==> src/rtl/vga_block_ctrl.sv <==
// Bouncing-block VGA pattern generator.
// Moves a BLOCK_W square inside a SIDE_W blue border and paints each pixel.
// Ports:
//   vga_clk, sys_rst         pixel clock, async active-high reset
//   frame_start, pause       per-frame update pulse, position freeze level
//   pixel_xpos, pixel_ypos   current pixel from the timing driver
//   pixel_data               registered RGB565 colour (1-cycle latency)
//   block_x, block_y         committed block top-left corner
//   dir_x, dir_y             committed direction (1 = right / down)
//   bounce_cnt               edge reversal count, wraps at 255
module vga_block_ctrl #(
  parameter int unsigned H_DISP    = 640,
  parameter int unsigned V_DISP    = 480,
  parameter int unsigned SIDE_W    = 10,
  parameter int unsigned BLOCK_W   = 40,
  parameter int unsigned STEP      = 1,
  parameter int unsigned FRAME_DIV = 1
) (
  input  logic        vga_clk,
  input  logic        sys_rst,
  input  logic        frame_start,
  input  logic        pause,
  input  logic [9:0]  pixel_xpos,
  input  logic [9:0]  pixel_ypos,
  output logic [15:0] pixel_data,
  output logic [9:0]  block_x,
  output logic [9:0]  block_y,
  output logic        dir_x,
  output logic        dir_y,
  output logic [7:0]  bounce_cnt
);

  localparam int unsigned CW = 10;
  localparam int unsigned AW = 11;
  localparam int unsigned FW = 8;

  localparam logic [AW-1:0] SIDE  = AW'(SIDE_W);
  localparam logic [AW-1:0] BLK   = AW'(BLOCK_W);
  localparam logic [AW-1:0] STP   = AW'(STEP);
  localparam logic [AW-1:0] H_LIM = AW'(H_DISP);
  localparam logic [AW-1:0] V_LIM = AW'(V_DISP);
  localparam logic [AW-1:0] X_FAR = AW'(H_DISP - SIDE_W);
  localparam logic [AW-1:0] Y_FAR = AW'(V_DISP - SIDE_W);
  localparam logic [FW-1:0] DIV_LAST = FW'(FRAME_DIV - 1);

  localparam logic [15:0] COL_BORDER = 16'h001F;
  localparam logic [15:0] COL_BLOCK  = 16'h0000;
  localparam logic [15:0] COL_BG     = 16'hFFFF;
  localparam logic [15:0] COL_OFF    = 16'h0000;

  typedef enum logic [2:0] {
    ST_WAIT, ST_DIV, ST_CALC_X, ST_CALC_Y, ST_COMMIT
  } state_t;

  state_t          state, state_n;
  logic [FW-1:0]   frame_cnt, frame_cnt_n;
  logic [CW-1:0]   sh_x, sh_x_n, sh_y, sh_y_n;
  logic            sh_dx, sh_dx_n, sh_dy, sh_dy_n;
  logic [CW-1:0]   block_x_n, block_y_n;
  logic            dir_x_n, dir_y_n;
  logic [7:0]      bounce_cnt_n;
  logic [15:0]     pix_c;
  logic [CW:0]     x_step, y_step;

  // One axis update: returns {dir, pos}. Reaching the far edge reverses in
  // the same update; the near edge is clamped once the step would cross it.
  function automatic logic [CW:0] axis_next(input logic [CW-1:0] pos,
                                            input logic dir,
                                            input logic [AW-1:0] far);
    logic [AW-1:0] p;
    p = AW'(pos);
    if (dir && (p + BLK + STP >= far))
      axis_next = {1'b0, CW'(far - BLK)};
    else if (!dir && (p < SIDE + STP))
      axis_next = {1'b1, CW'(SIDE)};
    else if (dir)
      axis_next = {1'b1, CW'(p + STP)};
    else
      axis_next = {1'b0, CW'(p - STP)};
  endfunction

  // Both axes work from committed values so CALC_Y never sees CALC_X output.
  assign x_step = axis_next(block_x, dir_x, X_FAR);
  assign y_step = axis_next(block_y, dir_y, Y_FAR);

  // Next-state and datapath.
  always_comb begin
    state_n      = state;
    frame_cnt_n  = frame_cnt;
    sh_x_n       = sh_x;
    sh_y_n       = sh_y;
    sh_dx_n      = sh_dx;
    sh_dy_n      = sh_dy;
    block_x_n    = block_x;
    block_y_n    = block_y;
    dir_x_n      = dir_x;
    dir_y_n      = dir_y;
    bounce_cnt_n = bounce_cnt;
    case (state)
      ST_WAIT: begin
        if (frame_start) state_n = ST_DIV;
      end
      ST_DIV: begin
        state_n = ST_WAIT;
        // Counter saturates at DIV_LAST while paused so the first unpaused
        // frame fires the update.
        if (frame_cnt == DIV_LAST) begin
          if (!pause) begin
            frame_cnt_n = '0;
            state_n     = ST_CALC_X;
          end
        end else begin
          frame_cnt_n = frame_cnt + FW'(1);
        end
      end
      ST_CALC_X: begin
        {sh_dx_n, sh_x_n} = x_step;
        state_n = ST_CALC_Y;
      end
      ST_CALC_Y: begin
        {sh_dy_n, sh_y_n} = y_step;
        state_n = ST_COMMIT;
      end
      ST_COMMIT: begin
        block_x_n    = sh_x;
        block_y_n    = sh_y;
        dir_x_n      = sh_dx;
        dir_y_n      = sh_dy;
        bounce_cnt_n = bounce_cnt + 8'(sh_dx ^ dir_x) + 8'(sh_dy ^ dir_y);
        state_n      = ST_WAIT;
      end
      default: state_n = ST_WAIT;
    endcase
  end

  // Pixel colour from committed position only.
  always_comb begin
    logic [AW-1:0] px, py;
    px    = AW'(pixel_xpos);
    py    = AW'(pixel_ypos);
    pix_c = COL_BG;
    if (px >= H_LIM || py >= V_LIM)
      pix_c = COL_OFF;
    else if (px < SIDE || px >= X_FAR || py < SIDE || py >= Y_FAR)
      pix_c = COL_BORDER;
    else if (px >= AW'(block_x) && px < AW'(block_x) + BLK &&
             py >= AW'(block_y) && py < AW'(block_y) + BLK)
      pix_c = COL_BLOCK;
  end

  // State and output registers.
  always_ff @(posedge vga_clk or posedge sys_rst) begin
    if (sys_rst) begin
      state      <= ST_WAIT;
      frame_cnt  <= '0;
      sh_x       <= CW'(SIDE_W);
      sh_y       <= CW'(SIDE_W);
      sh_dx      <= 1'b1;
      sh_dy      <= 1'b1;
      block_x    <= CW'(SIDE_W);
      block_y    <= CW'(SIDE_W);
      dir_x      <= 1'b1;
      dir_y      <= 1'b1;
      bounce_cnt <= '0;
      pixel_data <= COL_OFF;
    end else begin
      state      <= state_n;
      frame_cnt  <= frame_cnt_n;
      sh_x       <= sh_x_n;
      sh_y       <= sh_y_n;
      sh_dx      <= sh_dx_n;
      sh_dy      <= sh_dy_n;
      block_x    <= block_x_n;
      block_y    <= block_y_n;
      dir_x      <= dir_x_n;
      dir_y      <= dir_y_n;
      bounce_cnt <= bounce_cnt_n;
      pixel_data <= pix_c;
    end
  end

endmodule

==> config.mk <==
export PLATFORM = sky130hd
export DESIGN_NAME = vga_block_ctrl
export DESIGN_NICKNAME = d
export VERILOG_FILES = /design/src/rtl/vga_block_ctrl.sv
export SDC_FILE = /design/constraint.sdc
export NUM_CORES = 1
export LEC_CHECK = 0
export CORE_MARGIN = 2
export CORE_UTILIZATION = 61
export CTS_CLUSTER_SIZE = 25
export DETAILED_ROUTE_END_ITERATION = 10
export PLACE_DENSITY = 0.92
export SYNTH_ARGS = -nofsm -noshare
export SYNTH_HDL_FRONTEND = slang
export SYNTH_SLANG_ARGS = --single-unit
==> constraint.sdc <==
create_clock -name vga_clk -period 5.8 [get_ports vga_clk]
set_input_delay 0.58 -clock vga_clk [delete_from_list [all_inputs] [get_ports vga_clk]]
set_output_delay 0.58 -clock vga_clk [all_outputs]
set_load 0.02 [all_outputs]
After elaboration in Yosys (flattened, before gate mapping)
Cells that the tools add are included.
Storage, ports and cells
  register bits after elaboration: 79
  bits of input ports: 24
  output and inout bits: 46
  word-level logic and storage cells: 76
Cells by class
  add/sub/neg operators: 11
  $lt $le $gt $ge: 14
  eq/ne operators: 6
  mux-type cells: 15
  bitwise logic cells: 2
  reductions and logical operators: 16
Operator list (number)
  11-bit two-way mux: 6
  16-bit two-way mux: 3
  10-bit by 4-bit less-than comparator with 1-bit output, second input constant: 4
  10-bit by 6-bit adder with 11-bit output, second input constant: 2
  11-bit by 1-bit adder with 11-bit output, second input constant: 2
  10-bit by 11-bit less-than comparator with 1-bit output: 2
  10-bit by 1-bit adder with 10-bit output, second input constant: 2
  10-bit greater-or-equal comparator: 2
  10-bit greater-or-equal comparator, second input constant: 2
  10-bit by 9-bit greater-or-equal comparator with 1-bit output, second input constant: 2
  10-bit by 1-bit subtractor with 10-bit output, second input constant: 2
  8-bit by 1-bit adder with 8-bit output: 2
  8-bit two-way mux: 2
  3-bit one-hot mux with 4 select lines: 1
  11-bit by 10-bit greater-or-equal comparator with 1-bit output, second input constant: 1
  11-bit by 9-bit greater-or-equal comparator with 1-bit output, second input constant: 1
  8-bit by 1-bit adder with 8-bit output, second input constant: 1
  8-bit zero test: 1
  1-bit logical AND: 7
  3-bit by 2-bit equality test with 1-bit output, second input constant: 2
  1-bit logical OR: 4
  2-bit two-way mux: 2
  2-bit inequality test, second input constant: 2
  3-bit by 1-bit equality test with 1-bit output, second input constant: 1
  6 further kinds: 8

Depth between registers and ports, before layout
  depth after elaboration: 8
  depth in mapped cells: 12
  mapped depth without buffers: 11

Worst setup path before layout
OpenSTA, ideal clock, no wires.
  kind: reg2reg
  start: reg dir_x
  end: reg sh_x[9]
  data arrival time: 2.605 ns
  data required time: 5.674 ns
  setup slack: 3.069 ns
  cell stages (with the launch flop): 11
  buffers on the path: 1
  period minus slack after synthesis: 2.731 ns
  path through: dfstp_2 > clkbuf_1 > inv_1 > ha_1 > a21o_1 > a21oi_1 > nor2b_1 > o21ai_0 > o21ai_0 > xnor2_1 > a221o_1
Between the ends
  longest elaborated chain between the ends: 4
Ends and longest elaborated chain
  from (decl): line 28  | output logic dir_x,
  from (signal assigned): line 175  | dir_x <= dir_x_n;
  1-bit zero test: line 74  | else if (!dir && (p < SIDE + STP))
  1-bit logical AND: line 74
  11-bit two-way mux: line 74
  11-bit two-way mux *: line 72  | if (dir && (p + BLK + STP >= far))
  to (signal assigned): line 156  | sh_x <= CW'(SIDE_W);
  to (signal assigned): line 169  | sh_x <= sh_x_n;
  to (decl): line 57  | logic [CW-1:0] sh_x, sh_x_n, sh_y, sh_y_n;
Mark *: on every way between the ends. The rest lies on a longest branch, timed or not.
A chain may end at the register's enable or synchronous reset.

Worst setup path after layout
  start: reg block_x[3]
  end: reg pixel_data[4]
Between the ends
  longest elaborated chain between the ends: 8
Ends and longest elaborated chain
  from (decl): line 26  | output logic [9:0] block_x,
  from (signal assigned): line 160  | block_x <= CW'(SIDE_W);
  from (signal assigned): line 173  | block_x <= block_x_n;
  10-bit by 6-bit adder with 11-bit output: line 146  | else if (px >= AW'(block_x) && px < AW'(block_x) + BLK &&
  10-bit by 11-bit less-than comparator with 1-bit output: line 146
  1-bit logical AND * (2 in a row): line 146
  1-bit logical AND *: line 147  | py >= AW'(block_y) && py < AW'(block_y) + BLK)
  16-bit two-way mux *: line 146
  16-bit two-way mux *: line 144  | else if (px < SIDE || px >= X_FAR || py < SIDE || py >= Y_FAR)
  16-bit two-way mux *: line 142  | if (px >= H_LIM || py >= V_LIM)
  to (signal assigned): line 178  | pixel_data <= pix_c;
  to (decl): line 25  | output logic [15:0] pixel_data,
Marked as above.

==> reports/metrics.cfg <==
[worst_setup_path]
crit_arrival_ps=3170
cpMostUsedCell=a21oi_1
reg2reg_from=block_x[3]
crit_fanout=15
max_stage_delay_ps=690
crit_path_start=block_x[3]
startpoint_type=register
critPathBufInv=1
critPathTopFamily=compound AO/OA/AOI/OAI gates
crit_required_ps=6020
critPathKind=reg2reg
path_cells=a21oi_1 -> xnor2_1 -> inv_1 -> ha_1 -> a211oi_1 -> nand2b_1 -> o21ai_0 -> a21oi_1 -> nor4b_1 -> a31oi_1
crit_slowest_cell=dfstp_2
end_kind=register

[global_route]
grt_pass1_wl_um=20200
overflow=0
grt_max_degree=66
groute.usage.overall_pct=28.2
grt_pass1_vias=4262
antenna_found_initial=0

[clock_tree]
htreeDepth=3
cts_setup_buffers=0
cts_root_buf=clkbuf_8
clock_path_buffers=2
cts_sinks=65
cts_tree=yes
clkLatencyLatePin_ps=340
cts_buffers=9
postCtsHoldBufs=0
cts.clk_slew.worst_paths_ps=80
cts_resized=0

[place]
place_inst=697
place_worst_setup_slack_ps=2900
dp_hpwl_um=9150
port_buffers=69
gp_congestion=0.866

[yosys]
async_flop_share_pct=100
synth.yosys.warnings=0
synth_cells=547
syn_area_um2=5130
ys_ff_latch=65
synth-edff-count=0
syn_nets=635
synth_cell_types=70
syn_avg_cell_area_um2=9.38
yosysSeqAreaShare_pct=32.0
synth_ff_type=dfrtp_1

[finish]
nets=691
layout.cells.non_filler=713
diodes=0
syn_to_final_growth_pct=17.6
drive_gt1_share_pct=9.21

[detailed_routing]
wl_per_cell_um=16.9
drc_errors=0
via_per_inst=6.09
drt_first_pass_iters=4
antenna_left=0
routed_wl_um=12100
num_vias=4341
drt_iter0_markers=205

[timing]
fmax_ghz=0.339
hold_violations=0
relSlewSlack_pct=35.8
clock_skew_ps=18.9
tns_ps=0
layout_min_cycle_time_ps=2950
report.final.slew_viol_count=0
setup_ws_ps=2850
worst_pin_slew_ps=961
timing.final.crit_share_pct=50.9
setup_viol=0
rsz0062_at_grt=no

[floorplanning]
floorplan.die_area_um2=9160
io_pins=70
initial_core_util_pct=62.8
die_w_um=95.7
core-area_um2=8180
rows=33
fp.dieH_um=95.7

[hold_path]
hp-start=frame_cnt[7]
min_path_type=reg2reg

[power_and_ir_drop]
p_per_area_nw_per_um2=498
vdd_ir_drop_max_v=0.000342
p_leak_nw=2.59

[run]
drv_cap=0

[outcome]
status=complete, no violations

-- cells in the mapped netlist, drive strengths merged (3+ instances only) --
cell,count,area [µm²]
ha,61,763
dfrtp,53,1330
nand2,53,199
o21ai,52,272
inv,40,150
xnor2,34,298
a21oi,23,126
buf,19,136
nor2,17,71.3
xor2,17,168
a21o,13,98.9
nor4,13,81.3
dfstp,12,315
nand3,11,55.1
o21a,10,75.1
a221o,8,80.1
clkbuf,8,30.0
nor3,8,40.0
nand4,7,43.8
and3,6,37.5
o31ai,6,83.8
a31oi,5,31.3
nand2b,5,31.3
nand3b,5,37.5
nor2b,5,31.3
a211oi,4,35.0
o2111ai,4,35.0
o22a,4,35.0
fa,3,60.1
mux2,3,33.8
-- cell type report --
| class | instances | area, µm² |
|---|---|---|
| multi-input cells | 415 | 3180 |
| clock buffers | 11 | 141 |
| flip-flops and latches | 65 | 1640 |
| well taps | 105 | 131 |
| inverters | 40 | 150 |
| fillers | 572 | 2140 |
| clock inverters | 5 | 78.8 |
| repair buffers | 72 | 713 |
-- flip-flops by register name, indices dropped and copies added (netlist names) --
name,cells
block_x,10
block_y,10
sh_x,10
sh_y,10
bounce_cnt,8
frame_cnt,8
state,3
pixel_data,2
dir_x,1
dir_y,1
sh_dx,1
sh_dy,1
-- final timing paths --
check                      slack (ps)  cells after the start            end
max                              2850                     10  pixel_data[4]
min                               490                      1   frame_cnt[7]
max reg2reg                      2850                     10  pixel_data[4]
min reg2reg                       490                      1   frame_cnt[7]
max in group asynchronous        4460                      3     block_y[7]
min in group asynchronous         800                      3  bounce_cnt[4]
-- per-layer routing --
metal	up-vias	share of wire (%)	wire length (µm)	track usage, %
li1	2088	-	-	-
met1	2100	44	5250	36.8
met2	140	50	5990	48.5
met3	13	5.6	681	5.87
met4	0	1.1	137	5.83
met5	-	0	0	0
-- worst reg2reg max path: cells and delay by family, from the launching register on --
kind                       cells  cell delay (ps)
AOI/OAI and AO/OA              5              930
xor gates and xnor gates       1              230
adders and majority gates      1              310
buffers and inverters          1              130
DFF                            1              690
and+or+nand+nor                2              520
-- through the flow --
step	hold WS [ps]	power [mW]	utilization (%)	instance area (µm²)
2_1_floorplan	437	2.08	-	5130
3_3_place_gp	457	2.47	71.1	5820
3_5_place_dp	472	2.56	71.1	5820
4_1_cts	489	3.00	73.8	6040
5_1_grt	501	3.26	73.8	6040
6_report	485	3.01	73.8	6040
-- cells by family (layout without fill, tap and decap cells) --
kind of cell	count (synthesis)	in the layout	synth area share, %
DFF	65	65	32.0
and+or+nand+nor	146	146	14.8
xor gates and xnor gates	51	51	9.07
adders and majority gates	64	64	16.0
buffers and inverters	67	128	6.17
muxes	3	3	0.658
AOI/OAI and AO/OA	151	151	21.3
-- power by group --
part,total [mW],switching (mW),leakage (nW),internal (mW)
sequential,0.883,0.248,0.829,0.635
combinational,1.69,0.926,1.64,0.767
clock,0.432,0.179,0.113,0.253
total,3.01,1.35,2.59,1.66
-- cell usage in the layout (no fill, tap or decap), types with 6 or more instances in the layout --
master | synthesis | layout
a21o_1 | 12 | 12
o21a_1 | 10 | 10
inv_1 | 40 | 39
a21oi_1 | 22 | 22
nand4_1 | 7 | 7
o21ai_0 | 51 | 51
dfrtp_1 | 53 | 53
nor2_1 | 16 | 16
ha_1 | 61 | 61
xor2_1 | 16 | 16
a221o_1 | 8 | 8
nor3_1 | 8 | 8
clkbuf_8 | 0 | 10
clkdlybuf4s50_1 | 0 | 69
nor4_1 | 13 | 13
and3_1 | 6 | 6
nand3_1 | 11 | 11
nand2_1 | 53 | 53
dfstp_2 | 12 | 12
xnor2_1 | 34 | 34
No activity file was read; power rests on OpenSTA's default activity.
